[config.mk]
export PLATFORM = sky130hd
export DESIGN_NAME = seq_alu_nbit
export DESIGN_NICKNAME = d
export VERILOG_FILES = /design/src/rtl/seq_alu_nbit_pkg.sv /design/src/rtl/seq_alu_nbit_fadd_sub.sv /design/src/rtl/seq_alu_nbit.sv
export SDC_FILE = /design/constraint.sdc
export NUM_CORES = 1
export LEC_CHECK = 0
export BUFFER_PORTS_ARGS = -buffer_cell sky130_fd_sc_hd__buf_2
export CAP_MARGIN = 10
export CORE_MARGIN = 2
export CORE_UTILIZATION = 54
export DETAILED_ROUTE_END_ITERATION = 12
export GPL_ROUTABILITY_DRIVEN = 0
export PLACE_DENSITY = 0.74
export SLEW_MARGIN = 20
export SYNTH_ARGS = -nofsm -noshare
export SYNTH_HDL_FRONTEND = slang
export SYNTH_SLANG_ARGS = --single-unit
export TNS_END_PERCENT = 5
[constraint.sdc]
create_clock -name clk -period 4 [get_ports clk]
set_clock_uncertainty 0.05 [all_clocks]
set_input_delay 0.8 -clock clk [delete_from_list [all_inputs] [get_ports clk]]
set_output_delay 0.8 -clock clk [all_outputs]
set_load 0.02 [all_outputs]
[src/rtl/seq_alu_nbit_pkg.sv]
// Shared constants for the sequential N-bit ALU: operation codes,
// FSM state encodings and the supported operand-width range.
package seq_alu_nbit_pkg;

  // Supported operand widths
  localparam int W_MIN = 4;
  localparam int W_MAX = 32;

  // Operation codes; 101..111 are illegal and ignored
  localparam logic [2:0] OP_ADD = 3'b000;
  localparam logic [2:0] OP_SUB = 3'b001;
  localparam logic [2:0] OP_AND = 3'b010;
  localparam logic [2:0] OP_MUL = 3'b011;
  localparam logic [2:0] OP_DIV = 3'b100;

  // FSM states
  localparam logic [1:0] ST_IDLE = 2'd0;
  localparam logic [1:0] ST_CALC = 2'd1;
  localparam logic [1:0] ST_DONE = 2'd2;

  function automatic logic op_legal(input logic [2:0] op);
    return op <= OP_DIV;
  endfunction

endpackage

[src/rtl/seq_alu_nbit_fadd_sub.sv]
// W-bit adder/subtractor. With sub=1 it computes a + ~b + 1, so cout is
// the inverted borrow (1 means a >= b unsigned).
module fadd_sub_nbit #(
  parameter int W = 8
) (
  input  logic [W-1:0] a,
  input  logic [W-1:0] b,
  input  logic         sub,
  output logic [W-1:0] sum,
  output logic         cout
);

  logic [W:0] full;

  assign full = {1'b0, a} + {1'b0, b ^ {W{sub}}} + {{W{1'b0}}, sub};
  assign sum  = full[W-1:0];
  assign cout = full[W];

endmodule

[src/rtl/seq_alu_nbit.sv]
// Sequential ALU: single-cycle ADD/SUB/AND, W-cycle shift-add MUL and
// restoring DIV sharing one adder, one step counter and one 2W-bit
// working register. Results and flags change only when done pulses.
module seq_alu_nbit
  import seq_alu_nbit_pkg::*;
#(
  parameter int W = 8
) (
  input  logic         clk,
  input  logic         reset_n,
  input  logic         start,
  input  logic [2:0]   op,
  input  logic [W-1:0] a,
  input  logic [W-1:0] b,
  output logic         busy,
  output logic         done,
  output logic [W-1:0] result_hi,
  output logic [W-1:0] result_lo,
  output logic         zero_flag,
  output logic         sign_flag,
  output logic         carry_flag,
  output logic         dz_flag
);

  localparam logic [W-1:0] CNT_INIT = W'(W - 1);

  logic [1:0]   state;
  logic [W-1:0] cnt;
  logic [2:0]   op_r;
  logic [W-1:0] a_r, b_r;
  logic [W-1:0] work_hi, work_lo;

  logic [W-1:0] add_a, add_b, add_sum;
  logic         add_sub, add_cout;
  logic [W-1:0] step_hi, step_lo;
  logic         div_ge;
  logic [W-1:0] fin_hi, fin_lo;
  logic         fin_c, fin_s, fin_dz;

  logic accept, needs_calc, last_step, load_res;

  assign accept     = (state == ST_IDLE) && start && op_legal(op);
  assign needs_calc = (op == OP_MUL) || ((op == OP_DIV) && (b != '0));
  assign last_step  = (state == ST_CALC) && (cnt == '0);
  assign load_res   = (accept && !needs_calc) || last_step;

  assign busy = (state != ST_IDLE);
  assign done = (state == ST_DONE);

  fadd_sub_nbit #(.W(W)) u_add (
    .a    (add_a),
    .b    (add_b),
    .sub  (add_sub),
    .sum  (add_sum),
    .cout (add_cout)
  );

  // Steer the shared adder: live operands in IDLE, MUL accumulate or DIV trial subtract in CALC
  // NOTE: every always_comb output gets a default first so no path can infer a latch.
  always_comb begin
    add_a   = a;
    add_b   = b;
    add_sub = (op == OP_SUB);
    if (state == ST_CALC) begin
      if (op_r == OP_MUL) begin
        add_a   = work_hi;
        add_b   = a_r;
        add_sub = 1'b0;
      end else begin
        add_a   = {work_hi[W-2:0], work_lo[W-1]};
        add_b   = b_r;
        add_sub = 1'b1;
      end
    end
  end

  // One MUL (LSB-first shift-add) or DIV (MSB-first restoring) step on the working register
  always_comb begin
    // The shifted remainder is W+1 bits; its dropped top bit alone guarantees it exceeds b
    div_ge  = work_hi[W-1] | add_cout;
    step_hi = '0;
    step_lo = '0;
    if (op_r == OP_MUL) begin
      if (work_lo[0]) begin
        step_hi = {add_cout, add_sum[W-1:1]};
        step_lo = {add_sum[0], work_lo[W-1:1]};
      end else begin
        step_hi = {1'b0, work_hi[W-1:1]};
        step_lo = {work_hi[0], work_lo[W-1:1]};
      end
    end else begin
      step_hi = div_ge ? add_sum : {work_hi[W-2:0], work_lo[W-1]};
      step_lo = {work_lo[W-2:0], div_ge};
    end
  end

  // Select the values published on completion; sign_flag is only meaningful for SUB
  always_comb begin
    fin_hi = '0;
    fin_lo = '0;
    fin_c  = 1'b0;
    fin_s  = 1'b0;
    fin_dz = 1'b0;
    if (state == ST_CALC) begin
      fin_hi = step_hi;
      fin_lo = step_lo;
      fin_c  = (op_r == OP_MUL) && (|step_hi);
    end else begin
      case (op)
        OP_ADD: begin
          fin_lo = add_sum;
          fin_c  = add_cout;
        end
        OP_SUB: begin
          fin_lo = add_sum;
          fin_c  = ~add_cout;
          fin_s  = ~add_cout;
        end
        OP_AND: fin_lo = a & b;
        OP_DIV: begin
          fin_lo = '1;
          fin_hi = a;
          fin_dz = 1'b1;
        end
        default: ;
      endcase
    end
  end

  // FSM and step counter
  // NOTE: sequential state uses non-blocking assignments so every register samples pre-edge values.
  always_ff @(posedge clk or negedge reset_n) begin
    if (!reset_n) begin
      state <= ST_IDLE;
      cnt   <= '0;
    end else begin
      case (state)
        ST_IDLE: if (accept) begin
          state <= needs_calc ? ST_CALC : ST_DONE;
          cnt   <= CNT_INIT;
        end
        ST_CALC: begin
          if (cnt == '0) state <= ST_DONE;
          else           cnt   <= cnt - 1'b1;
        end
        ST_DONE: state <= ST_IDLE;
        default: state <= ST_IDLE;
      endcase
    end
  end

  // Operand capture on accepted start and working-register stepping during CALC
  always_ff @(posedge clk or negedge reset_n) begin
    if (!reset_n) begin
      op_r    <= '0;
      a_r     <= '0;
      b_r     <= '0;
      work_hi <= '0;
      work_lo <= '0;
    end else if (accept) begin
      op_r    <= op;
      a_r     <= a;
      b_r     <= b;
      work_hi <= '0;
      work_lo <= (op == OP_MUL) ? b : a;
    end else if (state == ST_CALC) begin
      work_hi <= step_hi;
      work_lo <= step_lo;
    end
  end

  // Publish results and flags only on completion so partial values never leak out
  always_ff @(posedge clk or negedge reset_n) begin
    if (!reset_n) begin
      result_hi  <= '0;
      result_lo  <= '0;
      zero_flag  <= 1'b0;
      sign_flag  <= 1'b0;
      carry_flag <= 1'b0;
      dz_flag    <= 1'b0;
    end else if (load_res) begin
      result_hi  <= fin_hi;
      result_lo  <= fin_lo;
      zero_flag  <= ~|{fin_hi, fin_lo};
      sign_flag  <= fin_s;
      carry_flag <= fin_c;
      dz_flag    <= fin_dz;
    end
  end

endmodule

==> impl_metrics.toml <==
[status]
outcome = "finished, final reports clean"

[detailed_routing]
avgViaCountPerCell = 6.23
drc = 0
detail_route.wl_per_cell_microns = 18.8
dr.pass1.iters = 8
wl_microns = 13700
first_iter_violations = 497
ant_nets = 0
route.vias.total = 4544

[timing]
fin_ws_ns = 0.204
timing.final.crit_share_pct = 94.9
fmax_mhz = 263
setup_viol = 0
final-max-slew-violation-count = 0
tightest_slew_ns = 0.709
finalHoldViolCount = 0
rsz0062_at_grt = "false"
fin_crit_ns = 3.80
relSlewSlack_pct = 52.5

[clock_network]
cts_made_buffers = 9
cts-htree-levels = 3
clockBufferDepth = 2
cts-root-buf = "clkbuf_8"
clock-sinks = 65
clkLatencyLatePin_ns = 0.36
clk_pin_slew_worst_paths_ns = 0.09
cts_tree = "yes"
cts_setup_buffers = 0

[floorplanning]
die_width_microns = 94.0
die_h_microns = 94.0
initial_core_util_pct = 56.3
dieArea_sq_mm = 0.00883
design.portCount = 44
coreArea_sq_mm = 0.00777
rows = 32

[place]
dp_hpwl_microns = 10100
place_area_sq_mm = 0.00505
dp_slack_ns = -0.243
port_buffers = 43

[power]
total_power_mw = 2.85
ir_worst_vdd_uv = 262
powerDensity_mw_per_mm2 = 540
leakage_nw = 2.54

[layout]
layout-drive-gt1-share_pct = 22.0
num_antenna_cells = 0
nets = 654
final_area_sq_mm = 0.00528
areaGrowthSynthToFinish_pct = 20.7
nFillCells = 671

[min_path]
hold_path_class = "input port to asynchronous set/reset pin"

[global_routing]
grt_pass1_vias = 4341
antenna_found_initial = 0
grt_first_pass_wirelength_microns = 21700
grt_max_degree = 45
grt-ovfl-total = 0
grt_use_total_pct = 32.0

[synthesis]
synth_top_flop_cell = "dfrtp_1"
yosys.area.top_type = "dfrtp_1"
synth_seq_area_share_pct = 37.2
yosysUniqueCellTypes = 68
synthArstFlopShare_pct = 100
ys_top_cells_by_area = "dfrtp_1 37%, nand2_1 10%, a21oi_1 4.2%, nor2_1 3.8%, o21ai_0 3.8%"
ys_warn_count = 0
yosysTopAreaCellShare_pct = 37.2
synth_edf_count = 0
postSynthAreaPerCell_sq_um = 8.07
syn_area_sq_mm = 0.00437
ys_seq_elements = 65
synth_nets = 574
syn_inst = 542

[setup_path]
start_kind = "input port"
cp-end-kind = "flip-flop"
worstPathArrival_ns = 4.02
reg2reg_slack_ns = 0.25
cp.required_ns = 4.22
critical_path_class = "input port to flip-flop"
crit_fanout = 6

[flow_run]
cap_violations = 0
critical path, cell delays in order:
cell and delay [ns]:
buf_2 0.11, or3b_4 0.45, buf_4 0.17, a32oi_2 0.23
nand2_1 0.09, fa_2 0.36, nor2b_1 0.16, o211ai_1 0.14
a21o_1 0.26, and2_1 0.18, a211oi_1 0.36, a2111oi_2 0.12
a211oi_1 0.23, nand4b_1 0.14, o31ai_2 0.22
layer usage:
layer | wire, microns | track usage, %
met3 | 1330 | 5.78
met4 | 608 | 13.5
met5 | 0 | 0
met2 | 6090 | 50.2
met1 | 5670 | 43.7
cell usage after synthesis, drive strengths merged (2+ instances only):
cell / number
nor4b: 3
xnor2: 6
o2111ai: 2
ha: 9
nand3: 12
o31ai: 4
mux2: 2
nor2: 44
and2: 2
nand2b: 5
inv: 13
nor2b: 4
a21oi: 38
nand2: 118
mux2i: 9
a31oi: 14
o32ai: 2
or4: 2
a211oi: 12
a21o: 12
o21ai: 38
a32oi: 4
nand4b: 3
a21boi: 2
o22ai: 4
nor3: 11
clkbuf: 23
nor3b: 2
xor2: 12
and3: 4
nor4: 4
buf: 9
o21a: 3
a22oi: 2
o211ai: 17
a2111oi: 2
or3: 5
or2: 2
dfrtp: 65
path summary, 6_finish.rpt:
| check | startpoint | to | depth (start not counted) |
|---|---|---|---|
| worst max-delay path | op[1] | zero_flag | 15 |
| worst max register to register | op_r[2] | zero_flag | 15 |
| max in group asynchronous | reset_n | cnt[0] | 2 |
| worst min register to register | result_lo[3] | result_lo[3] | 2 |
| min in group clk | result_lo[3] | result_lo[3] | 2 |
| worst min-delay path | reset_n | work_hi[7] | 1 |
flip-flops by register name (all words and copies together) (netlist names), 2 cells and up:
register / flops
result_hi: 8
result_lo: 8
work_hi: 8
a_r: 8
cnt: 8
op_r: 3
work_lo: 8
state: 2
b_r: 8
metrics by stage:
| stage | util [%] | TNS [ns] | hold slack [ns] | cells |
|---|---|---|---|---|
| final | 68.0 | 0 | 0.377 | 729 |
| after CTS | 67.9 | 0 | 0.411 | 729 |
| after detailed placement | 65.0 | -1.01 | 0.408 | 713 |
| after global routing | 68.0 | 0 | 0.437 | 729 |
| after floorplan | - | 0 | 0.396 | 542 |
| after global placement | 65.0 | -0.389 | 0.399 | 713 |
cells by family (layout without fill, tap and decap cells):
logic type                 count (synthesis)  in the layout  share of synthesized area [%]
AOI/OAI and AO/OA                        167            167                           25.5
xor gates and xnor gates                  18             18                           3.61
adders and majority gates                 10             10                           3.03
buffers and inverters                     45            130                           4.29
DFF                                       65             65                           37.2
muxes                                     11             11                           2.58
and+or+nand+nor                          226            226                           23.8
final cells by class:
class	instances	area, sq um	area share, %
Timing Repair Buffer	101	676	12.8
Sequential cell	65	1630	30.8
Clock inverter	7	103	1.94
Clock buffer	9	124	2.35
Tap cell	102	128	2.42
Multi-Input combinational cell	432	2570	48.8
Inverter	13	48.8	0.924
timing repair:
action | in CTS | in global routing
resized for setup | 0 | 1
hold buffers | 0 | 0
endpoints found under the setup margin | 0 | 5
report_power, final:
part | switching [mW] | internal, mW | leakage [nW]
registers | 0.136 | 0.731 | 0.816
logic | 0.692 | 0.632 | 1.60
clock network | 0.298 | 0.358 | 0.116
total | 1.13 | 1.72 | 2.54
placed cells by master (no fill, tap or decap), types with 5 or more instances in the layout:
cell type,netlist,final
a211oi_1,12,12
dfrtp_1,65,65
a31oi_1,14,14
o211ai_1,17,17
o21ai_0,33,32
buf_2,3,43
inv_1,13,13
mux2i_1,9,9
clkbuf_8,0,9
xor2_1,12,12
a21o_1,12,12
nor2_1,44,44
nand2_1,118,116
nand3_1,12,12
buf_4,0,56
nand2b_1,5,5
or3_1,5,5
xnor2_1,6,6
nor3_1,11,11
a21oi_1,37,37
ha_1,9,9
(Power assumes the default switching activity.)
